--- src/rtl/quad_encoder_array.sv ---
// Multi-channel quadrature decoder: synchronises and glitch-filters each A/B pair, decodes
// steps into wrapping position counts, flags illegal transitions and measures windowed velocity.
module quad_encoder_array #(
   parameter int unsigned CHANNELS   = 2,
   parameter int unsigned WIDTH      = 16,
   parameter int unsigned COUNT_MAX  = 64000,
   parameter int unsigned FILTER_LEN = 4,
   parameter int unsigned VEL_WINDOW = 100000
) (
   input  logic                      clk,
   input  logic                      rst,
   input  logic [CHANNELS-1:0]       A,
   input  logic [CHANNELS-1:0]       B,
   input  logic [CHANNELS-1:0]       load,
   input  logic [WIDTH-1:0]          load_value,
   input  logic [CHANNELS-1:0]       err_clear,
   output logic [CHANNELS*WIDTH-1:0] count,
   output logic [CHANNELS-1:0]       dir,
   output logic [CHANNELS-1:0]       err,
   output logic [CHANNELS*WIDTH-1:0] velocity,
   output logic                      vel_valid
);

   localparam int unsigned RunW = (FILTER_LEN > 1) ? $clog2(FILTER_LEN) : 1;
   localparam int unsigned WinW = $clog2(VEL_WINDOW);

   localparam logic [RunW-1:0]  RunLast  = RunW'(FILTER_LEN - 1);
   localparam logic [WinW-1:0]  WinLast  = WinW'(VEL_WINDOW - 1);
   localparam logic [WIDTH-1:0] CountTop = WIDTH'(COUNT_MAX - 1);
   localparam logic [WIDTH-1:0] CountMid = WIDTH'(COUNT_MAX / 2);
   localparam logic [WIDTH-1:0] AccMax   = {1'b0, {(WIDTH-1){1'b1}}};
   localparam logic [WIDTH-1:0] AccMin   = {1'b1, {(WIDTH-1){1'b0}}};

   // Shared velocity window counter
   logic [WinW-1:0] win_q, win_d;
   logic            win_end;
   logic            vel_valid_q;

   assign win_end = (win_q == WinLast);

   always_comb begin
      win_d = win_end ? '0 : win_q + WinW'(1);
   end

   always_ff @(posedge clk or negedge rst) begin
      if (!rst) begin
         win_q       <= '0;
         vel_valid_q <= 1'b0;
      end else begin
         win_q       <= win_d;
         vel_valid_q <= win_end;
      end
   end

   assign vel_valid = vel_valid_q;

   for (genvar ch = 0; ch < CHANNELS; ch++) begin : g_ch
      logic [1:0]       raw;
      logic [1:0]       filt;
      logic [1:0]       prev_q;
      logic [3:0]       vec;
      logic             fwd, bwd, ill;
      logic [WIDTH-1:0] cnt_q, cnt_d;
      logic             dir_q, dir_d;
      logic             err_q, err_d;
      logic [WIDTH-1:0] acc_q, acc_d, acc_step;
      logic [WIDTH-1:0] vel_q, vel_d;

      // Bit 1 carries phase A, bit 0 phase B
      assign raw = {A[ch], B[ch]};

      for (genvar ph = 0; ph < 2; ph++) begin : g_ph
         logic            sync1_q, sync2_q;
         logic            filt_q, filt_d;
         logic [RunW-1:0] run_q, run_d;

         always_comb begin
            filt_d = filt_q;
            run_d  = '0;
            if (sync2_q != filt_q) begin
               if (run_q == RunLast) begin
                  filt_d = sync2_q;
               end else begin
                  run_d = run_q + RunW'(1);
               end
            end
         end

         always_ff @(posedge clk or negedge rst) begin
            if (!rst) begin
               sync1_q <= 1'b0;
               sync2_q <= 1'b0;
               filt_q  <= 1'b0;
               run_q   <= '0;
            end else begin
               sync1_q <= raw[ph];
               sync2_q <= sync1_q;
               filt_q  <= filt_d;
               run_q   <= run_d;
            end
         end

         assign filt[ph] = filt_q;
      end

      assign vec = {prev_q, filt};

      always_comb begin
         fwd = 1'b0;
         bwd = 1'b0;
         ill = 1'b0;
         unique case (vec)
            4'b0001, 4'b0111, 4'b1110, 4'b1000: fwd = 1'b1;
            4'b0010, 4'b1011, 4'b1101, 4'b0100: bwd = 1'b1;
            4'b0011, 4'b0110, 4'b1001, 4'b1100: ill = 1'b1;
            default: ;
         endcase
      end

      // Load takes the count but a coincident step still moves dir and the accumulator
      always_comb begin
         cnt_d = cnt_q;
         if (load[ch]) begin
            cnt_d = load_value;
         end else if (fwd) begin
            cnt_d = (cnt_q == CountTop) ? '0 : cnt_q + WIDTH'(1);
         end else if (bwd) begin
            cnt_d = (cnt_q == '0) ? CountTop : cnt_q - WIDTH'(1);
         end
      end

      always_comb begin
         dir_d = dir_q;
         if (fwd) begin
            dir_d = 1'b1;
         end else if (bwd) begin
            dir_d = 1'b0;
         end
      end

      always_comb begin
         err_d = err_q;
         if (ill) begin
            err_d = 1'b1;
         end else if (err_clear[ch]) begin
            err_d = 1'b0;
         end
      end

      always_comb begin
         acc_step = acc_q;
         if (fwd && (acc_q != AccMax)) begin
            acc_step = acc_q + WIDTH'(1);
         end else if (bwd && (acc_q != AccMin)) begin
            acc_step = acc_q - WIDTH'(1);
         end
         acc_d = win_end ? '0 : acc_step;
         vel_d = win_end ? acc_step : vel_q;
      end

      always_ff @(posedge clk or negedge rst) begin
         if (!rst) begin
            prev_q <= 2'b00;
            cnt_q  <= CountMid;
            dir_q  <= 1'b0;
            err_q  <= 1'b0;
            acc_q  <= '0;
            vel_q  <= '0;
         end else begin
            prev_q <= filt;
            cnt_q  <= cnt_d;
            dir_q  <= dir_d;
            err_q  <= err_d;
            acc_q  <= acc_d;
            vel_q  <= vel_d;
         end
      end

      assign count[ch*WIDTH +: WIDTH]    = cnt_q;
      assign velocity[ch*WIDTH +: WIDTH] = vel_q;
      assign dir[ch]                     = dir_q;
      assign err[ch]                     = err_q;
   end

endmodule

--- config.mk ---
export PLATFORM = sky130hd
export DESIGN_NAME = quad_encoder_array
export DESIGN_NICKNAME = d
export VERILOG_FILES = /design/src/rtl/quad_encoder_array.sv
export SDC_FILE = /design/constraint.sdc
export NUM_CORES = 1
export LEC_CHECK = 0
export CAP_MARGIN = 15
export CORE_AREA = 2 2 127 129
export DETAILED_ROUTE_END_ITERATION = 16
export DIE_AREA = 0 0 129 131
export PLACE_DENSITY = 0.93
export SKIP_LAST_GASP = 1
export SYNTH_ARGS = -nofsm -noshare
export SYNTH_HDL_FRONTEND = slang
export SYNTH_SLANG_ARGS = --single-unit
--- constraint.sdc ---
create_clock -name clk -period 6.1 [get_ports clk]
set_input_delay 1.22 -clock clk [delete_from_list [all_inputs] [get_ports clk]]
set_output_delay 1.22 -clock clk [all_outputs]
set_load 0.01 [all_outputs]
==> results of run 1 <==
==> per-layer routing <==
metal  vias to the layer above  share of wire, %
li1                       4080                 -
met1                      4417                41
met2                       594                45
met3                       102                10
met4                         0               3.6
met5                         -                 0
==> report_power, final <==
group	switching [mW]	internal (mW)	total (mW)	leakage (nW)
clock network	0.409	0.659	1.07	0.280
registers	0.653	1.25	1.90	1.78
logic	1.74	1.09	2.82	2.02
==> flip-flops by register name (all words and copies together) (netlist names), 4 cells and up <==
name and count:
g_ch.prev_q 4, g_ch.vel_q 32, g_ch.cnt_q 32, win_q 17, g_ch.g_ph.sync2_q 4, g_ch.acc_q 32
g_ch.g_ph.filt_q 4, g_ch.g_ph.run_q 8, g_ch.g_ph.sync1_q 4
==> layout make-up <==
class | count | area share [%]
Timing Repair Buffer | 100 | 9.280
Clock inverter | 10 | 1.306
Sequential cell | 142 | 33.55
Multi-Input combinational cell | 808 | 48.12
Tap cell | 216 | 2.541
Inverter | 26 | 0.9174
Clock buffer | 20 | 4.293
==> worst max path at each step <==
stage,start,to,slack [ns],cells after the start
2_1_floorplan,g_ch[0].cnt_q[12]$_DFFE_PN1P_,g_ch[0].cnt_q[9]$_DFFE_PN0P_,3.87,6
3_3_place_gp,load[1],g_ch[1].cnt_q[15]$_DFFE_PN0P_,2.80,5
3_5_place_dp,load[1],g_ch[1].cnt_q[15]$_DFFE_PN0P_,2.76,5
4_1_cts,g_ch[0].cnt_q[2]$_DFFE_PN0P_,count[2],3.04,1
5_1_grt,load[1],g_ch[1].cnt_q[15]$_DFFE_PN0P_,2.85,5
6_report,g_ch[0].cnt_q[2]$_DFFE_PN0P_,count[2],3.02,1
==> cells in the mapped netlist (8+ instances only) <==
library cell  instances  area, µm²
a21oi_1              40      200.2
a31oi_1              19      118.9
and3_1               22      137.6
and4_1                9      78.83
clkbuf_1             63      236.5
dfrtp_1             130       3253
dfstp_2              12      315.3
ha_1                 17      212.7
inv_1                25      93.84
nand2_1              88      330.3
nand3_1              48      240.2
nand4_1              61      381.6
nor2_1               69      259.0
nor3_1               75      375.4
nor4_1               31      193.9
o2111ai_1             8      70.07
o211ai_1              9      67.56
o21a_1               13      97.59
o21ai_0              40      200.2
o22ai_1              11      68.82
o31ai_1              28      210.2
or3_1                15      93.84
or4_1                13      97.59
xnor2_1              32      280.3
xor2_1               19      166.4
==> per-stage QoR <==
stage | instance area [µm²] | power, mW | setup slack, ns | utilization (%) | hold WS, ns
after global placement | 10040 | 4.510 | 2.803 | 64.38 | 0.3350
after CTS | 10640 | 5.681 | 3.039 | 68.20 | 0.3504
after floorplan | 9116 | 3.671 | 3.868 | - | 0.3312
final | 10640 | 5.797 | 3.018 | 68.20 | 0.3477
after detailed placement | 10040 | 4.600 | 2.759 | 64.38 | 0.3378
after global routing | 10640 | 6.115 | 2.853 | 68.20 | 0.3522
==> logic make-up after synthesis <==
logic type / after synthesis / synth area share [%]
xor gates and xnor gates: 52 / 5.078
adders and majority gates: 17 / 2.333
and+or+nand+nor: 490 / 29.48
AOI/OAI and AO/OA: 239 / 18.06
buffers and inverters: 103 / 4.708
DFF: 142 / 39.14
muxes: 10 / 1.194
==> cell usage in the layout (no fill, tap or decap), drive strengths merged, types with 5 or more instances in the layout <==
master         instances
a32oi                  5
nand4b                 5
dfstp                 12
buf                    7
a31oi                 19
nand3                 48
nor2b                  5
a21boi                 6
nor2                  69
or4                   18
clkbuf                20
and4                   9
ha                    17
o31ai                 28
xor2                  19
nand4                 61
xnor2                 33
a21oi                 40
and3b                  6
nand2b                 6
a211o                  6
o21ai                 42
o221ai                 5
nor3                  76
a221oi                 6
o2111ai                8
and3                  22
o22ai                 11
inv                   27
nor4                  34
and2                   5
a21o                   6
o211ai                 9
clkdlybuf4s50         93
or3                   16
or2                    5
mux2                   7
nand2                 88
o21a                  13
dfrtp                130
==> summary.md, run 1 <==
| Metric | Value |
|---|---|
| Total CTS buffers | `17` |
| Drt wl/cell | `20.01 µm` |
| Syn_area_per_cell | `8.657 µm²` |
| WHS Endpoint | `g_ch[1].g_ph[0].sync2_q$_DFF_PN0_` |
| Starting Density | `58.45%` |
| Flip-flop and latch area | `3568 µm²` |
| Vias | `9193` |
| CTS Root Cell | `clkbuf_16` |
| Initial antenna violation count | `0` |
| CTS tree | `yes` |
| Final setup violating endpoints | `0` |
| Core ar. | `15600 µm²` |
| Global routing's busiest layer | `met2` |
| Die Wd | `129 µm` |
| Post-synth EDFFs | `0` |
| Pins Over Slew Limit | `0` |
| Htree depth | `4` |
| First-pass GRT wire length | `42.79 mm` |
| Reg2reg path depth | `7` |
| Seq/Total Area, Yosys | `39.14%` |
| Hold wc startpoint | `g_ch[1].g_ph[0].sync1_q$_DFF_PN0_` |
| Final hold viol count | `0` |
| Antenna-violating nets left | `0` |
| Area grow syn2layout | `16.69%` |
| Drt first-iter violations | `1266` |
| Clock Sinks | `142` |
| First drt pass iteration count | `6` |
| Syn Inst Count | `1053` |
| Worst R2R Setup Slack | `3.07 ns` |
| Main synth FF type | `dfrtp_1` |
| Worst EP required | `4.88 ns` |
| Clock Skew | `0.01069 ns` |
| Hold_buf cts | `0` |
| Asr flop ratio synth | `100.0%` |
| Slew HR | `21.79%` |
| Synth warn | `0` |
| Nets | `1138` |
| Non-Filler Instances | `1322` |
| I/O Buffers | `94` |
| Critical Path Max Stage Delay | `0.77 ns` |
| Status | `completed` |
| Register bit total from synthesis | `142` |
| GR Util met1 | `42.95%` |
| Clk_lat worst skew | `0.43 ns` |
| Num rows | `46` |
| Max-Cap Viols | `0` |
| Crit path max fanout | `18` |
| Clk buf depth | `2` |
| Synthesized area | `9116 µm²` |
| Final WL | `26.46 mm` |
| Library cells used by synthesis | `78` |
| Area occupied by multi-input gates | `5119 µm²` |
| Tmin final | `3.082 ns` |
| Clock slew at reported path FFs | `0.06 ns` |
| CP Capture Type | `output port` |
| Crit share post-route | `50.53%` |
| Total Routing Usage GR | `31.92%` |
| Io pins | `95` |
| Critical path's slowest cell | `dfrtp_1` |
| Hold Path Stages | `0` |
| Least-Margin Pin Slew | `1.169 ns` |
| Top delay family on crit path | `flip-flops` |
| Grt met2 use | `49.39%` |
| Share of cells above drive strength 1 | `6.962%` |
| Crit path DAT | `1.86 ns` |
| P_leak | `4.084 nW` |
| Vias per inst | `6.954` |
| Die ar. | `16900 µm²` |
| Fill count | `1200` |
| Reg-to-reg endpoint | `g_ch[0].cnt_q[15]$_DFFE_PN0P_` |
| Die Y | `131 µm` |
| Placer congestion estimate | `0.9528` |
| Startpoint types | `flop` |
| RSZ-0062 raised after global routing | `no` |
| Dpl cells | `1292` |
| Vias in the first global route | `8479` |
| Worst R2R Start | `g_ch[0].cnt_q[0]$_DFFE_PN0P_` |
| Total setup buffers inserted after CTS | `0` |
| Pwr/cell area | `544.9 nW/µm²` |
| Final setup TNS | `0 ns` |
| Post-DP HPWL | `17.98 mm` |
| Peak Freq | `324.4 MHz` |
| Resized cells post-CTS | `0` |
| Detailed-route DRC error count | `0` |
| CP Class | `flop to output port` |
| Peak VDD IR | `0.2213 mV` |
| Worst path cell trace | `clkdlybuf4s50_1` |
| Worst hold path type | `flop to flop` |
| Routing usage on met3 | `7.003%` |
| Largest net degree at the start of global routing | `103` |
| Diode count | `0` |
| Buf/Inv on CP | `1` |
| Syn_nets | `1096` |
| Grt ovf | `0` |
(Power assumes the default switching activity.)
==> run 2: changes to the inputs <==
Settings changed: CORE_AREA 2 2 127 129 to 2 2 129 131, DIE_AREA 0 0 129 131 to 0 0 131 133, PLACE_DENSITY 0.93 to 0.91.
Clock period 6.1 ns to 2.9 ns, I/O delays scaled along.
==> run 2 against run 1 <==
Against the previous run: utilization is 0.63 points lower; hold slack lost 0.23 ns; clock-buffer cell count fell by 3; sequential power rose by 100%; combinational power up 130%; final cell count rose by 2.8%; critical path depth increased by 5; critical endpoint is now g_ch[0].cnt_q[6]$_DFFE_PN0P_; largest power group unchanged; highest routed layer unchanged.
==> summary.md, run 2 (synthesized netlist as in run 1, its figures left out) <==
| Metric | Value |
|---|---|
| Vias per inst | `6.694 (-3.7%)` |
| Htree depth | `4 (unchanged)` |
| Clock Sinks | `142 (unchanged)` |
| Vias | `9097 (-1.0%)` |
| Placer congestion estimate | `0.9874 (+3.6%)` |
| Drt wl/cell | `19.67 µm (-1.7%)` |
| Sw frac | `47.39% (-0.90 points)` |
| Status | `completed` |
| Clk pwr share | `18.9% (+0.5 points)` |
| P_leak | `4.269 nW (+4.5%)` |
| CP Capture Type | `flop` |
| RSZ-0062 raised after global routing | `no` |
| Max-Cap Viols | `0 (unchanged)` |
| Post-DP HPWL | `19.03 mm (+5.8%)` |
| Core ar. | `16170 µm² (+3.7%)` |
| Crit share post-route | `89.17%` |
| Leading cell type in the layout, fill and taps excluded | `dfrtp_1` |
| Critical path's slowest cell | `xor2_1` |
| Area grow syn2layout | `19.86%` |
| Crit path DAT | `2.92 ns (+1.06 ns)` |
| CP Class | `flop to flop` |
| Post-Place Setup Slack | `0.4238 ns (-2.335 ns)` |
| Nets | `1169 (+2.7%)` |
| Die Y | `133 µm (+1.5%)` |
| Worst setup margin | `0.3142 ns (-2.704 ns)` |
| Final hold viol count | `0 (unchanged)` |
| Vias in the first global route | `8482 (+0.035%)` |
| Clk buf depth | `2 (unchanged)` |
| Final WL | `26.73 mm (+1.0%)` |
| Worst EP required | `3.24 ns (-1.64 ns)` |
| Area occupied by multi-input gates | `5119 µm² (unchanged)` |
| Num rows | `47 (+2.2%)` |
| Clock Skew | `0.009516 ns (-0.001170 ns)` |
| Worst R2R Start | `g_ch[0].g_ph[1].filt_q$_DFFE_PN0P_` |
| CTS Root Cell | `clkbuf_16` |
| Worst path cell trace | `xor2_1, nor2_1, buf_4, a21o_1, o31a_1, o21ai_0` |
| First-pass GRT wire length | `43.26 mm (+1.1%)` |
| Detailed-route DRC error count | `0 (unchanged)` |
| Least-Margin Pin Slew | `0.8609 ns (-0.3083 ns)` |
| Total Routing Usage GR | `31.26% (-0.66 points)` |
| CTS tree | `yes` |
| Worst hold path type | `primary input to async pin` |
| Peak VDD IR | `0.5610 mV (+150%)` |
| First drt pass iteration count | `6 (unchanged)` |
| Net switching power | `5.979 mW (+110%)` |
| Final setup violating endpoints | `0 (unchanged)` |
| Clk_lat worst skew | `0.43 ns (about the same)` |
| I/O Buffers | `94 (unchanged)` |
| Largest regs | `g_ch.acc_q (32), g_ch.cnt_q (32), g_ch.vel_q (32)` |
| Starting Density | `56.37% (-2.1 points)` |
| Antenna-violating nets left | `0 (unchanged)` |
| Io pins | `95 (unchanged)` |
| Clock slew at reported path FFs | `0.07 ns (about the same)` |
| Non-Filler Instances | `1359 (+2.8%)` |
| Share of cells above drive strength 1 | `9.745% (+2.8 points)` |
| Slew HR | `42.41% (+21 points)` |
| Grt ovf | `0 (unchanged)` |
| Dpl cells | `1327 (+2.7%)` |
| Pins Over Slew Limit | `0 (unchanged)` |
| Die Wd | `131 µm (+1.6%)` |
| Largest net degree at the start of global routing | `66 (-36%)` |
| Crit path max fanout | `12 (-6)` |
| Total setup buffers inserted after CTS | `0 (unchanged)` |
| Die ar. | `17420 µm² (+3.1%)` |
| Fill count | `1286 (+7.2%)` |
| Final setup TNS | `0 ns (unchanged)` |
| Pwr/cell area | `1155 nW/µm² (+110%)` |
| Diode count | `0 (unchanged)` |
| Worst Setup SP | `g_ch[0].g_ph[1].filt_q$_DFFE_PN0P_` |
| Critical Path Max Stage Delay | `0.72 ns (-0.05 ns)` |
| Internal Power | `6.639 mW (+120%)` |
| Tmin final | `2.586 ns` |
| Startpoint types | `flop` |
| Flip-flop and latch area | `3568 µm² (unchanged)` |
| Hold_buf cts | `0 (unchanged)` |
| Flop pwr share | `30.6% (-2.2 points)` |
| Initial antenna violation count | `0 (unchanged)` |
| Commonest non-fill, non-tap cells in the layout | `130 x dfrtp_1, 93 x clkdlybuf4s50_1, 88 x nand2_1` |
| Total CTS buffers | `17 (unchanged)` |
| Resized cells post-CTS | `0 (unchanged)` |
| Drt first-iter violations | `1245 (-1.7%)` |
| Peak Freq | `386.7 MHz` |
| Combinational power share | `50.5% (+1.8 points)` |
[run 2: cell types whose count changed in the layout (fill, tap and decap cells not counted)]
cell        delta
clkinv_4       +2
clkinvlp_4     -2
buf_12         +1
buf_4         +30
clkbuf_8       -2
clkbuf_1       -1
inv_6          +3
bufinv_16      +1
inv_8          +1
[run 2: final timing paths]
check	end	depth (start not counted)	slack, ns
min reg2reg	g_ch[1].g_ph[0].sync2_q$_DFF_PN0_	0	0.35
max in group asynchronous	g_ch[0].cnt_q[14]$_DFFE_PN1P_	2	2.02
min	g_ch[0].dir_q$_DFFE_PN0P_	1	0.12
max	g_ch[0].cnt_q[6]$_DFFE_PN0P_	6	0.31
max reg2reg	g_ch[0].cnt_q[6]$_DFFE_PN0P_	6	0.31
min in group clk	g_ch[1].g_ph[0].sync2_q$_DFF_PN0_	0	0.35
[run 2: metrics by stage]
step                      power, mW  utilization [%]  area [µm²]  hold WS [ns]
after floorplan               7.721                -        9116        0.2844
after global placement        9.880            63.64       10290        0.3341
after detailed placement      9.981            63.64       10290        0.3363
after CTS                     12.43            67.57       10930        0.1409
after global routing          13.39            67.57       10930        0.1630
final                         12.62            67.57       10930        0.1157
[run 2: final cells by class]
cell class,count,area share [%]
clock buffer,17,3.893
tap,220,2.519
inverter,26,0.8932
multi-input combinational,808,46.85
timing repair buffer,131,11.28
sequential,142,32.66
clock inverter,15,1.912
[run 2: critical path, delay by kind of cell, from the launching register on]
family,cells,cell delay [ns]
buffers and inverters,1,0.30
DFF,1,0.49
xor gates and xnor gates,1,0.72
and+or+nand+nor,1,0.35
AOI/OAI and AO/OA,3,0.63
[run 2: power by group through the flow]
stage	sequential (mW)	combinational [mW]	clock (mW)
after detailed placement	3.83	6.15	0
after global routing	3.98	6.92	2.50
after floorplan	3.25	4.47	0
after global placement	3.81	6.07	0
after CTS	3.80	6.23	2.40
final	3.87	6.37	2.38
[run 2: metal layers]
layer	track usage, %	up-vias	share of wire [%]	wire (µm)
met1	42.95	4312	42	11310
met2	47.38	529	45	12110
met5	0	-	0	0
li1	-	4152	-	-
met4	15.07	0	4.1	1095
met3	6.025	104	8.3	2209
